[config.mk]
export PLATFORM = sky130hd
export DESIGN_NAME = stage_sequencer
export DESIGN_NICKNAME = d
export VERILOG_FILES = /design/src/rtl/stage_seq_pkg.sv /design/src/rtl/stage_next_find.sv /design/src/rtl/stage_sequencer.sv
export SDC_FILE = /design/constraint.sdc
export NUM_CORES = 1
export LEC_CHECK = 0
export ABC_AREA = 1
export BUFFER_PORTS_ARGS = -buffer_cell sky130_fd_sc_hd__buf_2
export CAP_MARGIN = 20
export CORE_MARGIN = 2
export CORE_UTILIZATION = 40
export DETAILED_ROUTE_END_ITERATION = 8
export PLACE_DENSITY = 0.62
export SLEW_MARGIN = 20
export SYNTH_ARGS = -nofsm -noshare
export SYNTH_HDL_FRONTEND = slang
export SYNTH_SLANG_ARGS = --single-unit
[constraint.sdc]
create_clock -name clk_i -period 4.5 [get_ports clk_i]
set_clock_uncertainty 0.05 [all_clocks]
set_input_delay 1.35 -clock clk_i [delete_from_list [all_inputs] [get_ports clk_i]]
set_output_delay 1.35 -clock clk_i [all_outputs]
set_load 0.02 [all_outputs]
[src/rtl/stage_seq_pkg.sv]
// rtl/stage_seq_pkg.sv - shared types and constants for the stage sequencer
package stage_seq_pkg;

    localparam int NUM_STAGES = 8;
    localparam int CNT_W      = 16;
    localparam int SW         = $clog2(NUM_STAGES + 1);
    localparam int IDX_W      = $clog2(NUM_STAGES);

    typedef enum logic [1:0] {
        S_IDLE = 2'd0,
        S_RUN  = 2'd1,
        S_DONE = 2'd2
    } state_e;

    typedef logic [SW-1:0]    stage_t;
    typedef logic [CNT_W-1:0] cnt_t;

    localparam stage_t FINISHED_STAGE = stage_t'(NUM_STAGES);

endpackage

[src/rtl/stage_next_find.sv]
// rtl/stage_next_find.sv - lowest nonzero-length stage at or above a start index
module stage_next_find
    import stage_seq_pkg::*;
(
    input  logic [NUM_STAGES-1:0] nz_i,
    input  stage_t                from_i,
    output stage_t                idx_o,
    output logic                  none_o
);

    // Descending scan so the lowest qualifying stage is the one left standing.
    always_comb begin
        idx_o  = FINISHED_STAGE;
        none_o = 1'b1;
        for (int i = NUM_STAGES - 1; i >= 0; i--) begin
            if (nz_i[i] && (stage_t'(i) >= from_i)) begin
                idx_o  = stage_t'(i);
                none_o = 1'b0;
            end
        end
    end

endmodule

[src/rtl/stage_sequencer.sv]
// rtl/stage_sequencer.sv - programmable stage sequencer for the fp16 reduction pipe
// Optional perf counters: define STAGE_SEQ_PERF_EN.
module stage_sequencer
    import stage_seq_pkg::*;
(
    input  logic                        clk_i,
`ifdef STAGE_SEQ_PERF_EN
    output logic [31:0]                 perf_cycles_o,
    output logic [31:0]                 perf_stalls_o,
`endif
    input  logic                        rst_i,
    input  logic                        start_i,
    output logic                        ready_o,
    input  cnt_t [NUM_STAGES-1:0]       cfg_len_i,
    input  logic [NUM_STAGES-1:0]       cfg_rst_mask_i,
    input  logic [NUM_STAGES-1:0]       cfg_mode_mask_i,
    input  logic                        stall_i,
    input  logic                        abort_i,
    output stage_t                      stage_o,
    output cnt_t                        step_o,
    output logic                        valid_o,
    output logic                        first_o,
    output logic                        last_o,
    output logic                        mode_o,
    output logic                        red_rst_o,
    output logic                        busy_o,
    output logic                        done_o
);

    state_e                state_q, state_d;
    stage_t                stage_q, stage_d;
    cnt_t                  step_q, step_d;
    cnt_t [NUM_STAGES-1:0] len_q;
    logic [NUM_STAGES-1:0] rst_mask_q, mode_mask_q;
    logic [NUM_STAGES-1:0] nz_q, cfg_nz, find_vec;
    stage_t                find_from, find_idx;
    logic                  find_none;
    logic [IDX_W-1:0]      cur_idx;
    logic                  in_run, at_last, accept;

    always_comb begin
        for (int i = 0; i < NUM_STAGES; i++) begin
            nz_q[i]   = (len_q[i] != '0);
            cfg_nz[i] = (cfg_len_i[i] != '0);
        end
    end

    assign in_run  = (state_q == S_RUN);
    assign accept  = (state_q == S_IDLE) && start_i && !abort_i;
    assign cur_idx = stage_q[IDX_W-1:0];
    assign at_last = (step_q == (len_q[cur_idx] - cnt_t'(1)));

    // One search serves both the start lookup (live cfg) and the advance lookup (latched cfg).
    assign find_vec  = (state_q == S_IDLE) ? cfg_nz : nz_q;
    assign find_from = (state_q == S_IDLE) ? stage_t'(0) : stage_q + stage_t'(1);

    stage_next_find u_find (
        .nz_i   (find_vec),
        .from_i (find_from),
        .idx_o  (find_idx),
        .none_o (find_none)
    );

    always_comb begin
        state_d = state_q;
        stage_d = stage_q;
        step_d  = step_q;
        unique case (state_q)
            S_IDLE: begin
                if (accept) begin
                    step_d = '0;
                    if (find_none) begin
                        state_d = S_DONE;
                        stage_d = FINISHED_STAGE;
                    end else begin
                        state_d = S_RUN;
                        stage_d = find_idx;
                    end
                end
            end
            S_RUN: begin
                if (abort_i) begin
                    state_d = S_IDLE;
                    stage_d = FINISHED_STAGE;
                    step_d  = '0;
                end else if (!stall_i) begin
                    if (!at_last) begin
                        step_d = step_q + cnt_t'(1);
                    end else begin
                        step_d = '0;
                        if (find_none) begin
                            state_d = S_DONE;
                            stage_d = FINISHED_STAGE;
                        end else begin
                            stage_d = find_idx;
                        end
                    end
                end
            end
            S_DONE: begin
                state_d = S_IDLE;
                stage_d = FINISHED_STAGE;
                step_d  = '0;
            end
            default: begin
                state_d = S_IDLE;
                stage_d = FINISHED_STAGE;
                step_d  = '0;
            end
        endcase
    end

    always_ff @(posedge clk_i) begin
        if (rst_i) begin
            state_q     <= S_IDLE;
            stage_q     <= FINISHED_STAGE;
            step_q      <= '0;
            len_q       <= '0;
            rst_mask_q  <= '0;
            mode_mask_q <= '0;
        end else begin
            state_q <= state_d;
            stage_q <= stage_d;
            step_q  <= step_d;
            if (accept) begin
                len_q       <= cfg_len_i;
                rst_mask_q  <= cfg_rst_mask_i;
                mode_mask_q <= cfg_mode_mask_i;
            end
        end
    end

    assign ready_o   = (state_q == S_IDLE);
    assign busy_o    = (state_q != S_IDLE);
    assign done_o    = (state_q == S_DONE);
    assign stage_o   = stage_q;
    assign step_o    = step_q;
    assign first_o   = in_run && (step_q == '0);
    assign last_o    = in_run && at_last;
    assign mode_o    = in_run && mode_mask_q[cur_idx];
    assign valid_o   = in_run && !stall_i;
    assign red_rst_o = first_o && rst_mask_q[cur_idx] && !stall_i;

`ifdef STAGE_SEQ_PERF_EN
    logic [31:0] perf_cycles_q, perf_stalls_q;

    always_ff @(posedge clk_i) begin
        if (rst_i || accept) begin
            perf_cycles_q <= '0;
            perf_stalls_q <= '0;
        end else if (in_run) begin
            if (!(&perf_cycles_q)) begin
                perf_cycles_q <= perf_cycles_q + 32'd1;
            end
            if (stall_i && !(&perf_stalls_q)) begin
                perf_stalls_q <= perf_stalls_q + 32'd1;
            end
        end
    end

    assign perf_cycles_o = perf_cycles_q;
    assign perf_stalls_o = perf_stalls_q;
`endif

endmodule
==> results.md, run 1 <==
* Detailed placer's ending HPWL at 23,000 um
* Clock slew at reported path FFs at 60 ps
* Hold Path Sink: len_q[73]$_SDFFE_PP0P_
* Final std cells w/o fill at 1,852
* R2r worst-path depth at 16
* Sequential share of the synthesized area at 0.363
* CP Launch Type: flip-flop
* Yosys cell types at 38
* Final GP Congestion at 0.922
* Synth Flop Type: dfxtp_1
* Avg Inst Size Synth at 6.46 um2
* Total GRT Usage at 0.251
* Slew HR at 0.306
* ANT cells at 0
* CTS max path bufs at 2
* Antenna violations before repair at 0
* H-Tree Depth at 4
* Final hold vios at 0
* Reg2Reg Capture Point: stage_o[0]$_SDFFE_PP0P_
* Final #Nets at about 1,700
* Hold depth at 2
* Commonest cells after routing, fill and taps aside: nand2_1, o21ai_0, buf_2
* Mapped Nets at 1,572
* Post-DP Area at 10,100 um2
* Register-to-Register Setup Slack at 1040 ps
* Global route total overflow at 0
* Outcome: finished clean
* Worst slew pin tran at 1040 ps
* Peak Freq at 233 MHz
* Via count of the first global-routing pass at 8,970
* Fin worst setup slack at 205 ps
* Tcrit/Tclk final at 0.954
* Rows at 55
* Setup-failing EPs final at 0
* Fraction of layout cells with a size suffix above 1 at 0.171
* DIE AREA at 24,100 um2
* CTS tree: done
* DRT Pass-1 Iters at 6
* Area Overhead vs Synth at 18.4%
* DR vias at 9,817
* Final Power at 6.87 mW
* Synth warnings at 0
* First-pass GRT wire length at 47,700 um
* FF-to-FF Start: stage_o[0]$_SDFFE_PP0P_
* Post-synthesis register bit count at 166
* WL final at 30,800 um
* Ports at 177
* 1st-iter DRT viols at approximately 1,100
* Worst-path fanout max at 6
* Synthesized cell area at 9160 um2
* Setup TNS at 0 ps
* Min Tclk post-route at between 4000 and 5000 ps
* Max-slew violation count at 0
* HP Class: reg -> reg
* CORE AREA at 22,600 um2
* Antenna-violating nets left at 0
* WS Path Type: reg -> out
* EDFF count, synth at 0
* Most common library cell in the layout ignoring fill and taps: nand2_1
* Root buf cell: clkbuf_16
* WP data arrival at between 2000 and 3000 ps
* Vias per inst at 5.30
* Cells after Synth at 1,419
* Initial Util at 0.406
* Largest net degree at the start of global routing at 256
* Hold Path Origin: len_q[73]$_SDFFE_PP0P_
* I/O Buffers at approximately 180
* Post-synth ARST share at 0
* Pwr/cell area at 633 nW/um2
* Pre-CTS WS at about 280 ps
* Leak pwr at 4.83 nW
* Post-route cell area at 10,800 um2
* Total CTS buffers at 17
* Peak VDD IR at 0.000268 V
* CTS sink cnt at 166
* DP Cell Count at 1,811
* Worst path required time at 3100 ps
* Worst-skew pair later-pin latency at 430 ps
* Die width at 155 um
* Wire length per cell at 16.6 um
* Die height at ~160 um
* DRC viols at 0
* Max Cap Viol at 0
* Hold_buf cts at 0
* CP endpoint kind: output pin
through the flow:
stage	hold WS, ps	utilization
final	422	0.481
after global routing	442	0.481
after CTS	424	0.474
after detailed placement	415	0.447
after global placement	411	0.447
after floorplan	391	-
sequential cells by signal, indices dropped and copies added (netlist names):
| register | cells |
|---|---|
| len_q | 128 |
| step_o | 16 |
| mode_mask_q | 8 |
| state_q | 2 |
| stage_o | 4 |
| rst_mask_q | 8 |
layout make-up:
cell class / count / area [um2]
Clock inverter: 13 / 143
Sequential cell: 166 / 3330
Timing Repair Buffer: 197 / 1140
Inverter: 166 / 646
Clock buffer: 19 / 453
Tap cell: 285 / 357
Fill cell: 2380 / 11700
Multi-Input combinational cell: 1006 / 4780
Yosys cell counts (2+ instances only):
| cell | count | area (um2) |
|---|---|---|
| inv_1 | 158 | 593 |
| nor4_1 | 47 | 294 |
| clkinv_1 | 2 | 7.51 |
| nand2_4 | 2 | 22.5 |
| clkbuf_1 | 49 | 184 |
| o22ai_1 | 2 | 12.5 |
| nand2_1 | 271 | 1020 |
| buf_4 | 10 | 75.1 |
| inv_2 | 5 | 18.8 |
| nand3b_1 | 2 | 15.0 |
| nor2_2 | 14 | 87.6 |
| o21ai_0 | 180 | 901 |
| buf_6 | 8 | 90.1 |
| nor3_1 | 7 | 35.0 |
| xor2_1 | 11 | 96.3 |
| nand4_1 | 35 | 219 |
| a21oi_1 | 119 | 596 |
| dfxtp_1 | 166 | 3320 |
| nor2_4 | 3 | 33.8 |
| o211ai_1 | 2 | 15.0 |
| ha_1 | 4 | 50.1 |
| nand2_2 | 4 | 25.0 |
| buf_2 | 12 | 60.1 |
| nand3_1 | 133 | 666 |
| nor2_1 | 159 | 597 |
| o21ai_1 | 2 | 10.0 |
logic make-up after synthesis:
group | share of synthesized area
AND/OR/NAND/NOR | 0.332
AO/OA/AOI/OAI | 0.172
buffers and inverters | 0.117
flip-flops | 0.363
XOR/XNOR | 0.0105
adder cells (fa/ha/maj) | 0.00546
power breakdown:
part,total (mW),switching [mW],internal (mW)
clock,1.50,0.647,0.855
combinational,3.55,2.43,1.13
sequential,1.81,0.136,1.68
total,6.87,3.21,3.66
critical path, cell delays in order, from the launching register on:
cell	delay, ps
dfxtp_4	460
buf_6	150
buf_4	120
buf_4	110
nand2_1	70
nand3_1	140
nand3_1	120
nand2_1	170
nand2_1	150
inv_2	70
nand2_1	60
nor2_2	130
nand3_1	80
nand2_1	70
nand3_1	60
nor2_1	150
nand3_2	120
nor2_2	100
buf_4	140
layer usage:
layer	GRT usage	up-vias	wire [um]
li1	-	4969	-
met2	0.405	390	14100
met4	0.0686	0	652
met1	0.349	4419	14100
met3	0.0396	39	2050
met5	0	-	0
worst max path at each step:
stage                                 start     end  slack, ps  depth (start not counted)
floorplan           stage_o[0]$_SDFFE_PP0P_  last_o        730                         17
global placement    stage_o[0]$_SDFFE_PP0P_  last_o        340                         19
detailed placement  stage_o[0]$_SDFFE_PP0P_  last_o        280                         19
CTS                 stage_o[0]$_SDFFE_PP0P_  last_o          9                         19
global route        stage_o[0]$_SDFFE_PP0P_  last_o         -1                         20
finish              stage_o[0]$_SDFFE_PP0P_  last_o        210                         18
repair_timing:
| action | 4_1_cts | 5_1_grt |
|---|---|---|
| buffers inserted | 0 | 7 |
| gates cloned | 0 | 2 |
| endpoints found under the setup margin | 1 | 1 |
| pin swaps | 0 | 1 |
| gates resized for setup | 3 | 16 |
| endpoints found under the hold margin | 0 | 0 |
Power figures use the tool's default switching activity.
==> run 2: changes to the inputs <==
--- a/config.mk
+++ b/config.mk
@@ -11,6 +11,7 @@
 export CORE_MARGIN = 2
 export CORE_UTILIZATION = 40
 export DETAILED_ROUTE_END_ITERATION = 8
+export MAX_ROUTING_LAYER = met4
 export PLACE_DENSITY = 0.62
 export SLEW_MARGIN = 20
 export SYNTH_ARGS = -nofsm -noshare
==> run 2 against run 1 <==
Against the previous run:
- via count is 0.91% higher
- clock power is essentially flat
- cell count is 0.43% higher
- global-route usage grew 0.55 points
- wire length rose by 1.4%
- register-to-register slack better by 300 ps
- setup slack worse by 42 ps
- combinational power grew 4%
- sequential share of layout area is 0.33 points lower
- fmax fell by 0.98%
- non-clock buffer count grew 6
- power increased by 2.1%
- largest cell class unchanged
==> results.md, run 2 (synthesis results as in run 1) <==
* ANT cells at 0 (unchanged)
* Hold depth at 2 (unchanged)
* CORE AREA at 22,600 um2 (unchanged)
* Worst slew pin tran at 1120 ps (was 1040 ps)
* Outcome: finished clean (unchanged)
* Met3 Usage GRT at 0.0345 (was 0.0396)
* Area Overhead vs Synth at 19.7% (was 18.4%)
* WS Path Type: reg -> out (unchanged)
* Setup-failing EPs final at 0 (unchanged)
* Die height at 155 um (unchanged)
* Antenna violations before repair at 0 (unchanged)
* Final hold vios at 0 (unchanged)
* CP Launch Type: flip-flop (unchanged)
* Via count of the first global-routing pass at 8,993 (was 8,970)
* DRC viols at 0 (unchanged)
* First-pass GRT wire length at 47,600 um (was 47,700 um)
* GR Util met2 at 0.405 (about the same)
* Flip-flop count of the largest register after layout at 128 (unchanged)
* Ports at 177 (unchanged)
* Peak VDD IR at 0.000271 V (was 0.000268 V)
* RSZ-0062 raised after global routing: no
* DR vias at 9,906 (was 9,817)
* Final #Nets at 1,715 (was 1,707)
* Commonest cells after routing, fill and taps aside: nand2_1, o21ai_0, buf_2 (unchanged)
* 1st-iter DRT viols at 943 (was 1,136)
* DIE AREA at 24,100 um2 (unchanged)
* Initial Util at 0.406 (unchanged)
* Total GRT Usage at 0.257 (was 0.251)
* Worst-skew pair later-pin latency at 430 ps (about the same)
* Pwr/cell area at 639 nW/um2 (was 633 nW/um2)
* Tcrit/Tclk final at 0.964 (was 0.954)
* Most common library cell in the layout ignoring fill and taps: nand2_1 (unchanged)
* Clock slew at reported path FFs at 60 ps (about the same)
* Rows at 55 (unchanged)
* CTS sink cnt at 166 (unchanged)
* Root buf cell: clkbuf_16 (unchanged)
* Biggest register: len_q (unchanged)
* Peak Freq at 231 MHz (was 233 MHz)
* Global route total overflow at 0 (unchanged)
* Largest net degree at the start of global routing at 256 (unchanged)
* HP Class: reg -> reg (unchanged)
* WP data arrival at 2940 ps (was 2890 ps)
* DRT Pass-1 Iters at 6 (unchanged)
* I/O Buffers at 176 (unchanged)
* Detailed placer's ending HPWL at 23,200 um (was 23,000 um)
* CTS max path bufs at 2 (unchanged)
* CTS tree: done (unchanged)
* Min Tclk post-route at 4340 ps (was 4290 ps)
* Die width at 155 um (unchanged)
* Worst-path fanout max at 16 (was 6)
* R2r worst-path depth at 16 (unchanged)
* Vias per inst at 5.33 (was 5.30)
* Total CTS buffers at 17 (unchanged)
* Met1 GRT Util at 0.340 (was 0.349)
* Leak pwr at 4.87 nW (was 4.83 nW)
* Antenna-violating nets left at 0 (unchanged)
* Max Cap Viol at 0 (unchanged)
* Hold_buf cts at 0 (unchanged)
* Fraction of layout cells with a size suffix above 1 at 0.177 (was 0.171)
* Worst path required time at 3100 ps (about the same)
* H-Tree Depth at 4 (unchanged)
* Max-slew violation count at 0 (unchanged)
* CP endpoint kind: output pin (unchanged)
* Final GP Congestion at 0.935 (was 0.922)
* Setup TNS at 0 ps (unchanged)
* Final Power at 7.01 mW (was 6.87 mW)
* Wire length per cell at 16.8 um (was 16.6 um)
* Slew HR at 0.254 (was 0.306)
* Grt peak-use layer: met2 (unchanged)
* WL final at 31,300 um (was 30,800 um)
-- run 2: what timing repair did --
| item | 4_1_cts | 5_1_grt |
|---|---|---|
| pin swaps | 0 | 1 |
| setup buffers | 0 | 12 |
| gates cloned | 0 | 4 |
| gates resized for setup | 1 | 29 |
| setup endpoints to repair | 1 | 1 |
-- run 2: final timing paths --
check                                               end  slack (ps)                    start
worst max-delay path                             last_o         160  stage_o[0]$_SDFFE_PP0P_
worst min-delay path            len_q[114]$_SDFFE_PP0P_         420  len_q[114]$_SDFFE_PP0P_
worst max register to register  stage_o[0]$_SDFFE_PP0P_        1340  stage_o[0]$_SDFFE_PP0P_
worst min register to register  len_q[114]$_SDFFE_PP0P_         420  len_q[114]$_SDFFE_PP0P_
-- run 2: worst max-delay path: stages (launching register included) --
cell	delay (ps)
dfxtp_4	370
clkbuf_2	150
buf_4	170
inv_8	120
nand2_1	80
nand3_1	100
nand3_1	110
nand2_2	140
nand3_1	240
o21ai_1	270
nand2_1	70
nand2_1	60
nand3_1	70
nor2_1	160
nand3_2	130
nor2_1	110
buf_4	150
-- run 2: power by group --
group / switching [mW] / internal, mW
registers: 0.131 / 1.68
clock network: 0.647 / 0.858
logic: 2.51 / 1.19
-- run 2: cell type report --
class / count / area, um2
repair buffers: 203 / 1200
well taps: 285 / 357
inverters: 166 / 658
fillers: 2398 / 11600
clock buffers: 20 / 457
clock inverters: 12 / 141
flip-flops and latches: 166 / 3330
multi-input cells: 1006 / 4790
repair inverters: 2 / 27.5
-- run 2: through the flow --
| step | hold WS, ps | setup slack [ps] | instances | instance area (um2) | utilization |
|---|---|---|---|---|---|
| after CTS | 422 | 24.8 | 1844 | 10700 | 0.474 |
| after floorplan | 391 | 734 | 1419 | 9160 | - |
| after detailed placement | 412 | 325 | 1812 | 10100 | 0.448 |
| final | 422 | 163 | 1860 | 11000 | 0.486 |
| after global placement | 410 | 375 | 1812 | 10100 | 0.448 |
| after global routing | 441 | 10.2 | 1860 | 11000 | 0.486 |
-- run 2: routing by layer --
metal  share of wire  wire length [um]  up-vias
li1                -                 -     4981
met4           0.030               945        0
met5               0                 0        -
met3           0.066              2080       71
met2            0.45             14100      410
met1            0.45             14200     4444
